### src/rtl/lr35902_irq.sv
// lr35902_irq: IF/IE interrupt controller with priority vector and ack clear.
// Optional LR35902_IRQ_EDGE_EN selects rising-edge source detection (default: level-sensitive).
module lr35902_irq (
   input  logic       clk,
   input  logic       reset,
   output logic [7:0] dout,
   input  logic [7:0] din,
   input  logic       adr,
   input  logic       read,
   input  logic       write,
   input  logic [4:0] irq_in,
   input  logic       int_ack,
   output logic       int_req,
   output logic [7:0] int_vec
);
   logic [4:0] if_q, if_d, pend, ack_m, set;
   logic [7:0] ie_q, ie_d, dout_q, dout_d, wdin_q, wdin_d;
   logic       pread_q, pwrite_q, pack_q, wr_q, wr_d, wadr_q, wadr_d;
`ifdef LR35902_IRQ_EDGE_EN
   logic [4:0] src_q;
   assign set = irq_in & ~src_q;
`else
   assign set = irq_in;
`endif
   assign dout = dout_q;
   always_comb begin
      pend    = if_q & ie_q[4:0];
      // isolate the lowest pending bit; nothing is cleared when no request remains
      ack_m   = (int_ack && !pack_q) ? (pend & (~pend + 5'd1)) : 5'd0;
      int_req = |pend;
      int_vec = pend[0] ? 8'h40 : pend[1] ? 8'h48 : pend[2] ? 8'h50 :
                pend[3] ? 8'h58 : pend[4] ? 8'h60 : 8'h00;
      wr_d    = pwrite_q && !write;
      wadr_d  = wr_d ? adr : wadr_q;
      wdin_d  = wr_d ? din : wdin_q;
      ie_d    = (wr_q && wadr_q) ? wdin_q : ie_q;
      if_d    = (((wr_q && !wadr_q) ? wdin_q[4:0] : if_q) & ~ack_m) | set;
      dout_d  = (read && !pread_q) ? (adr ? ie_q : {3'b111, if_q}) : dout_q;
   end
   always_ff @(posedge clk or negedge reset) begin
      if (!reset) begin
         if_q     <= 5'd0;
         ie_q     <= 8'd0;
         dout_q   <= 8'd0;
         wdin_q   <= 8'd0;
         wadr_q   <= 1'b0;
         wr_q     <= 1'b0;
         pread_q  <= 1'b0;
         pwrite_q <= 1'b0;
         pack_q   <= 1'b0;
`ifdef LR35902_IRQ_EDGE_EN
         src_q    <= 5'd0;
`endif
      end else begin
         if_q     <= if_d;
         ie_q     <= ie_d;
         dout_q   <= dout_d;
         wdin_q   <= wdin_d;
         wadr_q   <= wadr_d;
         wr_q     <= wr_d;
         pread_q  <= read;
         pwrite_q <= write;
         pack_q   <= int_ack;
`ifdef LR35902_IRQ_EDGE_EN
         src_q    <= irq_in;
`endif
      end
   end
endmodule

### config.mk
export PLATFORM = sky130hd
export DESIGN_NAME = lr35902_irq
export DESIGN_NICKNAME = d
export VERILOG_FILES = /design/src/rtl/lr35902_irq.sv
export SDC_FILE = /design/constraint.sdc
export NUM_CORES = 1
export LEC_CHECK = 0
export BUFFER_PORTS_ARGS = -buffer_cell sky130_fd_sc_hd__buf_2
export CORE_ASPECT_RATIO = 1.2
export CORE_MARGIN = 4
export CORE_UTILIZATION = 40
export DETAILED_ROUTE_END_ITERATION = 6
export PLACE_DENSITY = 0.7
export SLEW_MARGIN = 0
export SYNTH_ARGS = -nofsm -noshare
export SYNTH_HDL_FRONTEND = slang
export SYNTH_SLANG_ARGS = --single-unit
### constraint.sdc
create_clock -name clk -period 1.1 [get_ports clk]
set_input_delay 0.055 -clock clk [delete_from_list [all_inputs] [get_ports clk]]
set_output_delay 0.055 -clock clk [all_outputs]
set_load 0.005 [all_outputs]
# == Word-level counts from Yosys, hierarchy flattened ==
# Index checks and enable logic that the tools add are counted.
# totals
ramBits,0
word_cells,34
regBits,34
n_memories,0
out_inout_bits,17
rom_bits,0
latchBits,0
# op_classes
eq_ne,0
order_cmp,0
muxes,8
shift,0
mul,0
n_bitwise,6
addsub,1
n_reduce_logical,10
div_mod_pow,0
# ops
cell,n
7-bit two-way mux,5
5-bit AND,3
5-bit two-way mux,2
5-bit inverter,2
8-bit two-way mux,1
5-bit by 1-bit adder with 5-bit output (second input constant),1
1-bit logical AND,5
5-bit bitwise OR,1
5-bit OR reduction,1
1-bit logical NOT,4

# == Longest topological paths before layout ==
# Gate-level depths: netlist of run 1.
# depth
word_depth,8
depth_mapped,4

# == Worst setup path after synthesis of run 1 ==
# OpenSTA, ideal clock, no wires.
# synth_timing
path_type,flip-flop to flip-flop
from,register ie_q[1]
to,register if_q[4]
path_slack_ns,-0.051
arrival_ns,1.029
path_stages_with_launch,4
n_path_buf,0
setup_time_ns,0.122
required_time_ns,0.978
cell_sequence,dfrtp_1 > a22o_2 > and4bb_2 > a2bb2oi_1
# synth_via
elab_chain_len,8
# synth_rtl
item,line,text
start: declaration,17,"logic [7:0] ie_q, ie_d, dout_q, dout_d, wdin_q, wdin_d;"
start signal: assignment,56,ie_q <= ie_d;
5-bit AND,27,pend = if_q & ie_q[4:0];
5-bit inverter,29,ack_m = (int_ack && !pack_q) ? (pend & (~pend + 5'd1)) : 5'd0;
5-bit by 1-bit adder with 5-bit output,29,
5-bit AND,29,
5-bit two-way mux,29,
5-bit inverter,37,if_d = (((wr_q && !wadr_q) ? wdin_q[4:0] : if_q) & ~ack_m) | set;
5-bit AND,37,
5-bit bitwise OR,37,
net if_d[4],16,"logic [4:0] if_q, if_d, pend, ack_m, set;"
end signal: assignment,55,if_q <= if_d;
end: declaration,16,
# The timed path passes the listed nets, and every way through them passes these cells.
# A chain may end at the register's enable or synchronous reset.

# == Worst setup path in the final report of run 1 ==
# layout_timing
from,register if_q[1]
to,output port int_vec[5]
# layout_via
elab_chain_len,3
# layout_rtl
item,line,text
5-bit AND,27,
7-bit two-way mux (2 in a row),31,int_vec = pend[0] ? 8'h40 : pend[1] ? 8'h48 : pend[2] ? 8'h50 :
end: declaration,14,output logic [7:0] int_vec
# No other way between the ends.

==> impl_results.md, run 1 <==
* Unrepaired setup endpoints after global routing: true
* Min Hold Slack at 6.50 ps
* Critical path type: reg2out
* Met2 WL post-DR at 1560 um
* Highest metal layer with signal wires: met4
* Post-route cell area at 0.00210 sq mm
* Worst setup skew after layout at 5.46 ps
* Worst-skew pair later-pin latency at 280 ps
* Pre-CTS setup slack at -78.7 ps
* Setup slack of the critical path after layout at -309 ps
* Layout cells sized above 1 at 50.0%
* Share of synthesized area occupied by flip-flops and latches at 57.6%
* GRT overflow at 0
* Leading area contributor after synthesis: dfrtp_1
* Worst setup SP type: flip-flop
* Type of the most critical hold path: in2reg
* Max-cap violations at 0
* Row Count at 23
* Critical-path cell with the highest stage delay: dfrtp_1
* Required time at the worst-slack endpoint at 1040 ps
* Achievable frequency at 710 MHz
* Pin count of the biggest net entering global routing at 35
* Run status: finished with violations
* Number of clock sinks at 34
* Placement-stage cell area at 0.00173 sq mm
* Synth top area share at 57.6%
* Routed Wire Length at 3030 um
* I/O pins at 36
* Biggest area contributors in the synthesized netlist: dfrtp_1, mux2_2, mux2i_1
* Setup TNS Final at -1430 ps
* Pins Over Slew Limit at 0
* CTS H-tree depth at 2
* Routed wire length per instance at 14.1 um
* Part of the cycle the worst path needs at 128%
* Via count of the first global-routing pass at 1152
* Number of DRC markers after the initial detailed-route iteration at 44
* Antenna violations before repair at 0
* Number of cells produced by synthesis at 116
* Number of flops mapped to enable cells by yosys at 0
* Final estimated routing congestion in global placement at 0.756
* X dimension of the die at 63.5 um
* Residual antenna-violating net count after detailed routing at 0
* First-pass detailed-route iteration total at 3
* Area of all sequential standard cells at 851 sq um
* Routed length on met3 at 154 um
* Clock period minus worst slack at 1410 ps
* Setup-failing EPs final at 9
* ANT cells at 0
* Crit path largest cell delay at 390 ps
* Clock tree from TritonCTS: built
* Total power of the final layout at 3.76 mW
* Routed met1 length at 1260 um
* Mean number of vias per cell at 4.93
* #FFs+latches synth at 34
* Die Y at 74.6 um
* Fill cell count at 285
* Worst-path maximum fanout at 5
* Prevailing post-synth register cell: dfrtp_1
* Ordered cell list for the critical path: a22o_4 > and4bb_2 > buf_2
* Core Footprint at 0.00345 sq mm
* Static power due to leakage at 1.03 nW
* Reg clk slew, reported paths at 60 ps
* Longest Clk Path Bufs at 2
* Distinct cell type count of the synthesized netlist at 26
* Global-route wire length before repair at 5090 um
* Arrival time reported for the critical path endpoint at 1350 ps
* Average cell area after synthesis at 12.7 sq um
* Count of synthesis-stage warnings from yosys at 0
* Highest ir drop seen on vdd at 0.000878 V
* Power per unit of standard cell area at 1790 mW/mm^2
* Detailed-route via count at 1059
* Clock Tree Root: clkbuf_8
* Post-layout nets at 198
* Number of port buffers at 31
* Post-DP HPWL at 2060 um
* Hold Vio Cnt, Final at 0
* Post-synth design cell area at 0.00148 sq mm
* Number of DRC violations after detailed routing at 0
* Area growth from synthesis to layout at 42.4%
* Footprint of the multi-input gates at 684 sq um
* Total global-route track usage at 14.1%
* Failing checks: setup timing
* Full die area at 0.00473 sq mm
* Initial Util at 42.8%
* Critical Path End Type: primary output
* Total clock buffers created by CTS at 5
* Async set or reset register ratio after synthesis at 100%
## final cells by class
class | count | share of cell area (%)
clock buffers | 6 | 3.93
multi-input cells | 77 | 32.6
flip-flops and latches | 34 | 40.5
well taps | 37 | 2.20
repair buffers | 61 | 20.8
## logic make-up after synthesis
group                  after synthesis  synth area share [%]
other                                1                 0.254
and+or+nand+nor                     30                  11.6
buffers and inverters                8                  3.81
DFF                                 34                  57.6
AOI/OAI and AO/OA                   17                  7.29
muxes                               26                  19.4
## routing by layer
layer | track usage [%] | vias up
met5 | 0 | -
met4 | 5.52 | 0
met3 | 5.14 | 6
met2 | 25.1 | 27
met1 | 15.5 | 507
li1 | - | 519
## Yosys cell counts, drive strengths merged (2+ instances only)
master / instances
o21ai: 8
nor2b: 6
nand2b: 2
mux2: 18
o21bai: 4
buf: 8
nand4b: 2
dfrtp: 34
mux2i: 8
nand2: 14
## through the flow
step | std cells | util [%]
global placement | 190 | 50.0
finish | 215 | 60.9
detailed placement | 190 | 50.0
CTS | 210 | 58.1
global route | 215 | 60.9
floorplan | 119 | -
## worst max-delay path, delay by kind of cell (launching register included)
family,cells,cell delay (ps)
DFF,1,390
AOI/OAI and AO/OA,1,280
buffers and inverters,1,120
and+or+nand+nor,1,300
## power by group
group          switching [mW]  internal [mW]
combinational           0.469          0.743
sequential              0.167           1.50
clock                   0.397          0.482
## final timing paths
check                                    startpoint               endpoint  slack [ps]  depth (start not counted)
worst max-delay path              if_q[1]$_DFF_PN0_             int_vec[5]        -310                          3
max in group asynchronous                     reset  wdin_q[5]$_DFFE_PN0P_         470                          3
worst min-delay path                         din[4]  wdin_q[4]$_DFFE_PN0P_           7                          2
min in group asynchronous                     reset       pack_q$_DFF_PN0_         330                          3
worst max register to register    if_q[1]$_DFF_PN0_      if_q[4]$_DFF_PN0_        -200                          5
worst min register to register  dout[1]$_DFFE_PN0P_    dout[1]$_DFFE_PN0P_         480                          2
## layout by cell type (no fill, tap or decap)
master / synthesis / routed
buf_4: 4 / 14
nor4b_2: 1 / 1
clkbuf_8: 0 / 6
buf_2: 3 / 31
mux2i_1: 8 / 8
buf_12: 0 / 1
a2bb2oi_1: 1 / 1
a21boi_2: 0 / 1
a22o_4: 0 / 1
nor2b_4: 0 / 3
nor2b_1: 5 / 3
dfrtp_1: 34 / 34
nand2b_1: 2 / 2
o21ai_0: 8 / 8
a21oi_1: 1 / 1
nand3_2: 0 / 1
and4bb_2: 1 / 1
buf_6: 1 / 6
nand2_1: 14 / 11
mux2_4: 1 / 13
nor3b_2: 0 / 1
nand2_2: 0 / 2
o22ai_1: 1 / 1
nand2_4: 0 / 1
o21bai_1: 4 / 4
conb_1: 1 / 4
mux2_2: 17 / 5
nor2_1: 1 / 1
nor3_2: 0 / 1
dlygate4sd3_1: 0 / 9
nand4b_1: 2 / 2
## sequential cells by signal, summed over array words and instances, names as in the netlist
signal and flops:
pack_q 1, wadr_q 1, wr_q 1, pwrite_q 1, pread_q 1, ie_q 8
if_q 5, dout 8, wdin_q 8
## repair_timing
| item | 4_1_cts | 5_1_grt |
|---|---|---|
| setup endpoints to repair | 19 | 23 |
| gates resized for setup | 19 | 13 |
| hold buffers | 8 | 1 |
| endpoints found under the hold margin | 41 | 1 |
| buffers inserted | 6 | 4 |
| pin swaps | 7 | 5 |
No activity file was read; power rests on OpenSTA's default activity.
==> run 2: changes to the inputs <==
--- a/config.mk
+++ b/config.mk
@@ -10,7 +10,8 @@
 export CORE_MARGIN = 4
 export CORE_UTILIZATION = 40
 export DETAILED_ROUTE_END_ITERATION = 6
-export PLACE_DENSITY = 0.7
+export PLACE_DENSITY = 0.68
+export SKIP_LAST_GASP = 1
 export SLEW_MARGIN = 0
 export SYNTH_ARGS = -nofsm -noshare
 export SYNTH_HDL_FRONTEND = slang
==> constraint.sdc (replaced) <==
create_clock -name clk -period 1.6 [get_ports clk]
set_input_delay 0.08 -clock clk [delete_from_list [all_inputs] [get_ports clk]]
set_output_delay 0.08 -clock clk [all_outputs]
set_load 0.005 [all_outputs]
==> run 2 against run 1 <==
  * The flow now finishes without violations
  * Clock power is 28% lower
  * Sequential share of layout area rose by 6.6 points
  * Die area stayed put
  * Setup slack better by 400 ps
  * Clock-buffer cell count increased by 1
  * Register-to-register slack improved by 570 ps
  * Utilization decreased by 8.5 points
  * Design area is 14% lower
  * Final cell count shrank 8.8%
  * Combinational power shrank 56%
==> impl_results.md, run 2 (same netlist as run 1, synthesis figures left out) <==
* Run status: finished clean
* Pins Over Slew Limit at 0
* Footprint of the multi-input gates at 581 sq um
* Min Hold Slack at 13.5 ps
* Fill cell count at 317
* I/O pins at 36
* Number of clock sinks at 34
* Placement-stage cell area at 0.00165 sq mm
* Most common library cell in the layout ignoring fill and taps: dfrtp_1
* Slew at the pin closest to its max-slew limit at 720 ps
* Number of buffers inserted by post-CTS setup repair at 0
* X dimension of the die at 63.5 um
* Area of all sequential standard cells at 851 sq um
* Number of DRC markers after the initial detailed-route iteration at 37
* Power per unit of standard cell area at 1280 mW/mm^2
* Dpl cells at 181
* Via count of the first global-routing pass at 1038
* Reg clk slew, reported paths at 60 ps
* Worst R2R End: if_q[3]$_DFF_PN0_
* Worst setup SP type: flip-flop
* Row Count at 23
* Worst setup skew after layout at 2.56 ps
* Arrival time reported for the critical path endpoint at 1420 ps
* Layout cells sized above 1 at 39.0%
* Residual antenna-violating net count after detailed routing at 0
* Full die area at 0.00473 sq mm
* Area growth from synthesis to layout at 22.5%
* Max-cap violations at 0
* GRT overflow at 0
* Number of non-filler instances in the completed layout at 196
* Number of port buffers at 31
* Total clock buffers created by CTS at 5
* Share of the core filled with cells at 52.4%
* Total power of the final layout at 2.32 mW
* Hold Vio Cnt, Final at 0
* Core Footprint at 0.00345 sq mm
* Static power due to leakage at 0.851 nW
* Slack of the worst reg-to-reg path at 370 ps
* Endpoint with the worst hold slack: if_q[2]$_DFF_PN0_
* Routed Wire Length at 2750 um
* Detailed-route via count at 968
* First-pass detailed-route iteration total at 4
* Mean number of vias per cell at 4.94
* Highest ir drop seen on vdd at 0.000600 V
* Antenna violations before repair at 0
* Relative slew margins at 52.0%
* Clock period minus worst slack at 1500 ps
* Hold_sp: irq_in[2]
* Total global-route track usage at 13.8%
* Setup slack of the critical path after layout at 95.7 ps
* Worst R2R Start: ie_q[1]$_DFFE_PN0P_
* Setup-failing EPs final at 0
* Number of DRC violations after detailed routing at 0
* Global-route wire length before repair at 4840 um
* Pre-CTS setup slack at 366 ps
* Worst-path maximum fanout at 6
* Post-layout nets at 177
* Unrepaired setup endpoints after global routing: false
* Die Y at 74.6 um
* Achievable frequency at 665 MHz
* Clock tree from TritonCTS: built
* Pin count of the biggest net entering global routing at 35
* Final estimated routing congestion in global placement at 0.819
* Initial Util at 42.8%
* Routed wire length per instance at 14.0 um
* Setup TNS Final at 0 ps
* Clock Tree Root: clkbuf_8
* Post-DP HPWL at 2100 um
* Cell count of the worst hold path at 2
* CTS H-tree depth at 2
* Worst-skew pair later-pin latency at 280 ps
* Part of the cycle the worst path needs at 94.0%
* Critical Path End Type: primary output
* Most frequent cells in the layout: dfrtp_1, buf_2, mux2_2
* Longest Clk Path Bufs at 2
* ANT cells at 0
* Type of the most critical hold path: in2reg
* Critical path type: reg2out
* R2R depth at 3
* Required time at the worst-slack endpoint at 1520 ps
* Post-route cell area at 0.00181 sq mm
[run 2: changes by cell type in the layout (fill, tap and decap cells not counted), sizes merged]
cell and delta:
dlygate4sd3 -2, buf -19, clkinv +1, clkbuf +1
[run 2: area by class of cell]
cell class / instances / area share [%]
Clock buffer: 7 / 4.77
Sequential cell: 34 / 47.0
Tap cell: 37 / 2.56
Clock inverter: 1 / 0.277
Timing Repair Buffer: 40 / 13.3
Multi-Input combinational cell: 77 / 32.1
[run 2: routing by layer]
metal / track usage (%) / wire, um
met1: 15.0 / 1130
met3: 4.23 / 156
met5: 0 / 0
met4: 10.1 / 89
met2: 23.1 / 1380
[run 2: power breakdown]
group / total (mW) / switching, mW / internal (mW)
registers: 1.15 / 0.114 / 1.03
logic: 0.536 / 0.243 / 0.292
clock network: 0.634 / 0.287 / 0.346
total: 2.32 / 0.644 / 1.67
[run 2: critical path: stages (launching register included)]
cell	delay, ps
dfrtp_1	410
a22o_2	310
and4bb_2	310
buf_2	110
[run 2: worst max-delay path by stage]
stage	from	endpoint	slack, ps	depth (start not counted)
global route	ie_q[1]$_DFFE_PN0P_	int_vec[5]	20	3
finish	ie_q[1]$_DFFE_PN0P_	int_vec[5]	100	3
floorplan	ie_q[1]$_DFFE_PN0P_	if_q[4]$_DFF_PN0_	450	3
detailed placement	ie_q[1]$_DFFE_PN0P_	if_q[3]$_DFF_PN0_	370	3
CTS	ie_q[1]$_DFFE_PN0P_	int_vec[5]	80	3
global placement	wadr_q$_DFFE_PN0P_	if_q[3]$_DFF_PN0_	420	4
[run 2: timing repair]
item,in CTS,in global routing
setup endpoints to repair,0,0
hold endpoints to repair,40,0
hold buffers,7,0
gates resized for setup,0,0
==> run 3: changes to the inputs <==
--- a/config.mk
+++ b/config.mk
@@ -6,11 +6,14 @@
 export NUM_CORES = 1
 export LEC_CHECK = 0
 export BUFFER_PORTS_ARGS = -buffer_cell sky130_fd_sc_hd__buf_2
+export CELL_PAD_IN_SITES_DETAIL_PLACEMENT = 1
+export CELL_PAD_IN_SITES_GLOBAL_PLACEMENT = 1
 export CORE_ASPECT_RATIO = 1.2
 export CORE_MARGIN = 4
 export CORE_UTILIZATION = 40
 export DETAILED_ROUTE_END_ITERATION = 6
-export PLACE_DENSITY = 0.68
+export PLACE_DENSITY = 0.81
+export RECOVER_POWER = 50
 export SKIP_LAST_GASP = 1
 export SLEW_MARGIN = 0
 export SYNTH_ARGS = -nofsm -noshare
==> run 3 against run 2 <==
  * Global-route usage increased by 0.92 points
  * Maximum frequency decreased by 2.0%
  * Combinational power increased by 2%
  * Utilization decreased by 0.29 points
  * Clock-buffer cell count decreased by 2
  * Final cell count unchanged
==> impl_results.md, run 3 (same netlist as run 1, synthesis figures left out) <==
* Area growth from synthesis to layout at 21.9%
* Detailed-route via count at 1000
* Static power due to leakage at 0.833 nW
* Longest Clk Path Bufs at 2
* Pins Over Slew Limit at 0
* Slew at the pin closest to its max-slew limit at 825 ps
* Reg clk slew, reported paths at 60 ps
* Worst setup SP type: flip-flop
* Setup TNS Final at 0 ps
* CTS H-tree depth at 2
* Run status: finished clean
* Switching Power at 0.663 mW
* Share of the core filled with cells at 52.1%
* Antenna violations before repair at 0
* Relative slew margins at 45.0%
* Critical Path End Type: primary output
* Combinational Power Share at 24.1%
* Routed wire length per instance at 16.1 um
* Highest ir drop seen on vdd at 0.000629 V
* Total clock buffers created by CTS at 5
* Global-route wire length before repair at 5220 um
* Cts repair resizes at 0
* Part of the power in registers at 50.7%
* Number of non-filler instances in the completed layout at 196
* Row Count at 23
* Switching part of the total power at 29.1%
* Final estimated routing congestion in global placement at 0.776
* Hold Vio Cnt, Final at 0
* Number of DRC markers after the initial detailed-route iteration at 15
* Most frequent cells in the layout: dfrtp_1, buf_2, mux2_2
* Number of DRC violations after detailed routing at 0
* Routed Wire Length at 3160 um
* Cell internal pwr at 1.61 mW
* Critical path's top delay family: flip-flops
* Hold bufs inserted after CTS at 8
* Total power of the final layout at 2.28 mW
* Initial Util at 42.8%
* Clock period minus worst slack at 1530 ps
* I/O pins at 36
* Layout cells sized above 1 at 35.2%
* Number of port buffers at 31
* Full die area at 0.00473 sq mm
* Post-layout nets at 178
* Power per unit of standard cell area at 1260 mW/mm^2
* Most common library cell in the layout ignoring fill and taps: dfrtp_1
* Critical path buffer and inverter count at 1
* Required time at the worst-slack endpoint at 1520 ps
* Clock tree from TritonCTS: built
* Worst-path maximum fanout at 6
* Critical-path cell with the highest stage delay: dfrtp_1
* GRT overflow at 0
* Number of buffers inserted by post-CTS setup repair at 0
* Arrival time reported for the critical path endpoint at 1450 ps
* X dimension of the die at 63.5 um
* Type of the most critical hold path: in2reg
* Worst-skew pair later-pin latency at 280 ps
* Min Hold Slack at 27.0 ps
* Clock share of power at 25.3%
* Mean number of vias per cell at 5.10
* First-pass detailed-route iteration total at 4
* Residual antenna-violating net count after detailed routing at 0
* Worst setup skew after layout at 3.71 ps
* Part of the cycle the worst path needs at 95.9%
* Max-cap violations at 0
* Ordered cell list for the critical path: a22o_2 > and4bb_2 > buf_2
* Unrepaired setup endpoints after global routing: false
* Pin count of the biggest net entering global routing at 35
* Crit path largest cell delay at 410 ps
* Via count of the first global-routing pass at 1124
* Clock Tree Root: clkbuf_8
* Setup-failing EPs final at 0
* Total global-route track usage at 14.7%
* Core Footprint at 0.00345 sq mm
* Number of clock sinks at 34
* Achievable frequency at 651 MHz
* ANT cells at 0
* Critical path type: reg2out
* Dpl cells at 181
* Die Y at 74.6 um
run 3: cell types whose count changed in the layout (fill, tap and decap cells not counted):
| cell | previous run | this run |
|---|---|---|
| buf_2 | 31 | 24 |
| clkinv_2 | 1 | 2 |
| clkbuf_1 | 1 | 6 |
| dlygate4sd3_1 | 7 | 8 |
| clkbuf_8 | 6 | 5 |
| clkbuf_2 | 0 | 1 |
run 3: through the flow:
step | instance area [sq um] | setup WS (ps)
3_5_place_dp | 1650 | 340
6_report | 1800 | 65.1
4_1_cts | 1810 | 64.7
5_1_grt | 1800 | 4.32
2_1_floorplan | 1490 | 449
3_3_place_gp | 1650 | 419
run 3: final timing paths:
check                                    startpoint  cells after the start  slack, ps                    end
worst min register to register  dout[6]$_DFFE_PN0P_                      2        480    dout[6]$_DFFE_PN0P_
worst min-delay path                         din[4]                      2         30  wdin_q[4]$_DFFE_PN0P_
min in group asynchronous                     reset                      2        430    dout[6]$_DFFE_PN0P_
worst max register to register  ie_q[1]$_DFFE_PN0P_                      3        340      if_q[3]$_DFF_PN0_
worst max-delay path            ie_q[1]$_DFFE_PN0P_                      3         70             int_vec[5]
max in group asynchronous                     reset                      2        650    ie_q[1]$_DFFE_PN0P_
run 3: layout make-up:
class	count	area [sq um]
clock buffer	5	68.8
clock inverter	2	10.0
fill	378	1650
multi-input combinational	77	581
sequential	34	851
tap	37	46.3
timing repair buffer	41	243
run 3: power groups by stage:
| stage | sequential, mW | combinational (mW) | clock [mW] |
|---|---|---|---|
| 2_1_floorplan | 1.14 | 0.353 | 0 |
| 3_3_place_gp | 1.16 | 0.510 | 0 |
| 3_5_place_dp | 1.17 | 0.538 | 0 |
| 4_1_cts | 1.16 | 0.560 | 0.607 |
| 5_1_grt | 1.19 | 0.604 | 0.646 |
| 6_report | 1.15 | 0.547 | 0.575 |
run 3: metal layers:
layer / wire, um / part of all wire [%] / track usage [%] / vias up
met5: 0 / 0 / 0 / -
met1: 1290 / 41 / 15.6 / 493
met3: 164 / 5.2 / 5.44 / 4
met2: 1670 / 53 / 26.8 / 23
li1: - / - / - / 480
met4: 33 / 1.0 / 5.76 / 0
